<file path="src/rtl/display_timing_gen.sv">
// display_timing_gen: free-running raster timing with registered position/sync
// outputs and a matched delay line for the video encoder path.
`default_nettype none

module display_timing_gen #(
   parameter int   H_ACTIVE = 1280,
   parameter int   H_FP     = 48,
   parameter int   H_SYNC   = 112,
   parameter int   H_BP     = 248,
   parameter int   V_ACTIVE = 1024,
   parameter int   V_FP     = 1,
   parameter int   V_SYNC   = 3,
   parameter int   V_BP     = 38,
   parameter logic SYNC_POL = 1'b1,
   parameter int   DELAY    = 2
) (
   input  logic        clk,
   input  logic        reset,
   output logic [10:0] x,
   output logic [9:0]  y,
   output logic        valid,
   output logic        hsync,
   output logic        vsync,
   output logic        frame_start,
   output logic        hsync_d,
   output logic        vsync_d,
   output logic        blank_d
);

   localparam logic [10:0] H_ACT   = 11'(H_ACTIVE);
   localparam logic [10:0] H_SS    = 11'(H_ACTIVE + H_FP);
   localparam logic [10:0] H_SE    = 11'(H_ACTIVE + H_FP + H_SYNC);
   localparam logic [10:0] H_LAST  = 11'(H_ACTIVE + H_FP + H_SYNC + H_BP - 1);
   localparam logic [10:0] V_ACT   = 11'(V_ACTIVE);
   localparam logic [10:0] V_SS    = 11'(V_ACTIVE + V_FP);
   localparam logic [10:0] V_SE    = 11'(V_ACTIVE + V_FP + V_SYNC);
   localparam logic [10:0] V_LAST  = 11'(V_ACTIVE + V_FP + V_SYNC + V_BP - 1);
   localparam logic [2:0]  PIPE_RST = {~SYNC_POL, ~SYNC_POL, 1'b1};

   logic [10:0] hcnt;
   logic [10:0] vcnt;
   logic        h_act;
   logic        v_act;

   assign h_act = (hcnt < H_ACT);
   assign v_act = (vcnt < V_ACT);

   always_ff @(posedge clk or negedge reset) begin
      if (!reset) begin
         hcnt <= '0;
         vcnt <= '0;
      end else if (hcnt == H_LAST) begin
         hcnt <= '0;
         vcnt <= (vcnt == V_LAST) ? 11'd0 : vcnt + 11'd1;
      end else begin
         hcnt <= hcnt + 11'd1;
      end
   end

   // Outputs describe the position held before the edge, so they lag the
   // counters by exactly one clock.
   always_ff @(posedge clk or negedge reset) begin
      if (!reset) begin
         x           <= '0;
         y           <= '0;
         valid       <= 1'b0;
         hsync       <= ~SYNC_POL;
         vsync       <= ~SYNC_POL;
         frame_start <= 1'b0;
      end else begin
         x           <= h_act ? hcnt : 11'd0;
         y           <= v_act ? vcnt[9:0] : 10'd0;
         valid       <= h_act && v_act;
         hsync       <= ((hcnt >= H_SS) && (hcnt < H_SE)) ? SYNC_POL : ~SYNC_POL;
         vsync       <= ((vcnt >= V_SS) && (vcnt < V_SE)) ? SYNC_POL : ~SYNC_POL;
         frame_start <= (hcnt == 11'd0) && (vcnt == 11'd0);
      end
   end

   generate
      if (DELAY == 0) begin : g_no_delay
         assign hsync_d = hsync;
         assign vsync_d = vsync;
         assign blank_d = ~valid;
      end else begin : g_delay
         logic [2:0] pipe [DELAY];

         always_ff @(posedge clk or negedge reset) begin
            if (!reset) begin
               for (int i = 0; i < DELAY; i++) pipe[i] <= PIPE_RST;
            end else begin
               pipe[0] <= {hsync, vsync, ~valid};
               for (int i = 1; i < DELAY; i++) pipe[i] <= pipe[i-1];
            end
         end

         assign hsync_d = pipe[DELAY-1][2];
         assign vsync_d = pipe[DELAY-1][1];
         assign blank_d = pipe[DELAY-1][0];
      end
   endgenerate

endmodule

`default_nettype wire

</file>
<file path="config.mk">
export PLATFORM = sky130hd
export DESIGN_NAME = display_timing_gen
export DESIGN_NICKNAME = d
export VERILOG_FILES = /design/src/rtl/display_timing_gen.sv
export SDC_FILE = /design/constraint.sdc
export NUM_CORES = 1
export LEC_CHECK = 0
export CORE_ASPECT_RATIO = 1.2
export CORE_UTILIZATION = 50
export CTS_BUF_LIST = sky130_fd_sc_hd__clkbuf_4 sky130_fd_sc_hd__clkbuf_8
export CTS_CLUSTER_DIAMETER = 150
export DETAILED_ROUTE_END_ITERATION = 6
export PLACE_DENSITY_LB_ADDON = 0.05
export SETUP_SLACK_MARGIN = 0.02
export SYNTH_ARGS = -nofsm -noshare
export SYNTH_HDL_FRONTEND = slang
export SYNTH_SLANG_ARGS = --single-unit
</file>
<file path="constraint.sdc">
create_clock -name clk -period 2.45 [get_ports clk]
set_input_delay 0.49 -clock clk [delete_from_list [all_inputs] [get_ports clk]]
set_output_delay 0.49 -clock clk [all_outputs]
set_load 0.02 [all_outputs]
</file>
==> impl_metrics.tcl <==
set metrics [dict create \
    fmax_mhz 483.3 \
    layout-drive-gt1-share_pct 9.589 \
    synth_cell_types 34 \
    avgViaCountPerCell 5.313 \
    grt_pass1_wl_um 6610 \
    syn_inst 187 \
    r2r_start "hcnt[6]$_DFF_PN0_" \
    grt_max_degree 25 \
    path_cells "or3_4 > nor3_4 > o21ai_0 > a22o_1" \
    synth.top_cells.by_area "dfrtp_1, nor2b_1, nor2_1" \
    status "finished clean" \
    routed_wl_um 3863 \
    num_rows 26 \
    cts_resized 0 \
    maxCapViolCount 0 \
    postCtsSetupBuffers 0 \
    cp_slowest_cell "nor3_4" \
    finalCritPeriodShare_pct 84.45 \
    dieArea_mm2 0.004675 \
    final_cell_mix "dfrtp_1, clkdlybuf4s50_1, nor2_1" \
    avgSynthCellArea_um2 11.78 \
    end_kind "flip-flop" \
    hold_path_class "in -> async" \
    hpwl_um 2824 \
    core-area_mm2 0.004229 \
    synth_area_mm2 0.002202 \
    h-tree-depth 2 \
    placedCellCount 267 \
    r2r_end "vcnt[6]$_DFFE_PN0N_" \
    r2r_cells 4 \
    ios 30 \
    worst_ep_required_time_ns 2.65 \
    clk_pin_slew_ns 0.09 \
    tns_ns 0 \
    cts_tree "done" \
    fin_skew_ns 0.003723 \
    cts.sinks 53 \
    grt_pass1_vias 1489 \
    die_y_um 74.70 \
    startpoint_type "flip-flop" \
    nets 225 \
    power.density_mw_per_mm2 563.5 \
    cts_hold_buf 0 \
    arrival_ns 2.26 \
    wl_per_cell_um 14.05 \
    cts_buffer_depth 2 \
    worst-setup-path-type "reg -> reg" \
    cp_max_fo 17 \
    tightest_slew_ns 0.8255 \
    cts_root_buffer "clkbuf_8" \
    synth_top_cell_area_share_pct 57.95 \
    fin_cells 275 \
    drt_iter0_markers 45 \
    cpPeakStageDelay_ns 0.53 \
    fillCellCount 343 \
    setup_viol 0 \
    cts_buffers 5 \
    antenna_found_initial 0 \
    dpl_worst_slack_ns 0.4097 \
    ys_seq_elements 53 \
    dr.pass1.iters 4 \
    overflow 0 \
    ys_seq_area_share_pct 60.34 \
    fin_ws_ns 0.3809 \
    yosys_warnings 0 \
    final.min_clock_period_ns 2.069 \
    port_buffers 29 \
    yosys.area.top_type "dfrtp_1" \
    syn_to_final_growth_pct 20.40 \
    grt_usage_pct 18.53 \
    ir_drop_v 0.0004456 \
    die_w_um 62.58 \
    rsz0062_at_grt "false" \
    place_congestion 0.8060 \
    diodes 0 \
    drc 0 \
    relSlewSlack_pct 44.38 \
    p_leak_nw 1.242 \
    clk_latency_ns 0.30 \
    antenna_left 0 \
    rrSetupSlack_ns 0.38 \
    timing.final.hold_violations 0 \
    synth.net_count 194 \
    drv_slew 0 \
    vias 1461 \
    final_common_cell "dfrtp_1" \
    start_util_pct 52.07 \
]
stage by stage:
| step | utilization [%] | cell area [um2] | hold WS, ns | total power [mW] |
|---|---|---|---|---|
| finish | 62.69 | 2651 | 0.1482 | 1.494 |
| global route | 62.69 | 2651 | 0.1752 | 1.539 |
| CTS | 62.69 | 2651 | 0.1593 | 1.511 |
| detailed placement | 59.85 | 2531 | 0.3365 | 0.9118 |
| global placement | 59.85 | 2531 | 0.3338 | 0.9108 |
| floorplan | - | 2202 | 0.1944 | 0.8916 |
Yosys cell counts:
cell type,n
nor2b_1,12
xor2_1,5
buf_6,2
nor4b_1,1
ha_1,5
nor2_1,18
a211oi_1,1
clkbuf_4,1
o21ai_0,8
o31ai_1,1
nor3b_1,1
a22o_2,1
inv_1,7
nand4_1,5
xnor2_1,5
nor2_8,1
o21a_1,2
nor3_4,1
clkbuf_1,5
or3_4,2
dfstp_2,2
mux2_4,1
nor4_1,6
and2_2,1
and4_1,2
nand2_1,7
a22o_1,7
nor3_1,4
and3_1,4
dfrtp_1,51
mux2i_1,1
and2_1,9
nand3_1,7
nand3b_1,1
logic make-up after synthesis:
family          after synthesis  synth area share [%]
simple gates                 82                 21.88
xor+xnor                     10                 3.977
fa+ha+maj                     5                 2.841
mux                           2                 1.136
buf+inv                      15                 3.409
flops                        53                 60.34
compound gates               20                 6.421
how the worst max path moves through the flow:
stage	from	end	slack [ns]	cells past startpoint
floorplan	hcnt[6]$_DFF_PN0_	vcnt[0]$_DFFE_PN0N_	0.76	4
global placement	hcnt[6]$_DFF_PN0_	vcnt[6]$_DFFE_PN0N_	0.52	4
detailed placement	hcnt[6]$_DFF_PN0_	vcnt[7]$_DFFE_PN0N_	0.41	4
CTS	hcnt[6]$_DFF_PN0_	vcnt[6]$_DFFE_PN0N_	0.40	4
global route	hcnt[6]$_DFF_PN0_	vcnt[6]$_DFFE_PN0N_	0.23	4
finish	hcnt[6]$_DFF_PN0_	vcnt[6]$_DFFE_PN0N_	0.38	4
cell type report:
| class | count | area, um2 | area share (%) |
|---|---|---|---|
| clock buffer | 6 | 82.58 | 3.115 |
| clock inverter | 2 | 37.54 | 1.416 |
| inverter | 7 | 26.28 | 0.9910 |
| multi-input combinational | 119 | 798.3 | 30.11 |
| sequential | 53 | 1329 | 50.12 |
| tap | 56 | 70.07 | 2.643 |
| timing repair buffer | 32 | 307.8 | 11.61 |
registers in the layout, indices dropped and copies added (netlist names):
signal        count
frame_start       1
valid             1
vcnt             11
blank_d           1
hsync_d           1
y                10
hsync             1
vsync_d           1
hcnt             11
g_delay.pipe      3
x                11
vsync             1
metal layers:
metal,vias to the layer above,global-route usage (%),wire [um]
li1,697,-,-
met1,724,19.76,1552
met2,30,35.39,2119
met3,10,4.091,108
met4,0,8.527,82
met5,-,0,0
worst max-delay path, delay by kind of cell, from the launching register on:
family | cells | cell delay, ns
AND/OR/NAND/NOR | 2 | 0.98
AO/OA/AOI/OAI | 2 | 0.51
flip-flops | 1 | 0.48
where the power goes:
part	internal, mW	switching (mW)
Clock	0.332	0.269
Combinational	0.00264	0.0163
Sequential	0.874	0
Total	1.21	0.285
Note: power is estimated with default switching activity, not from simulation.
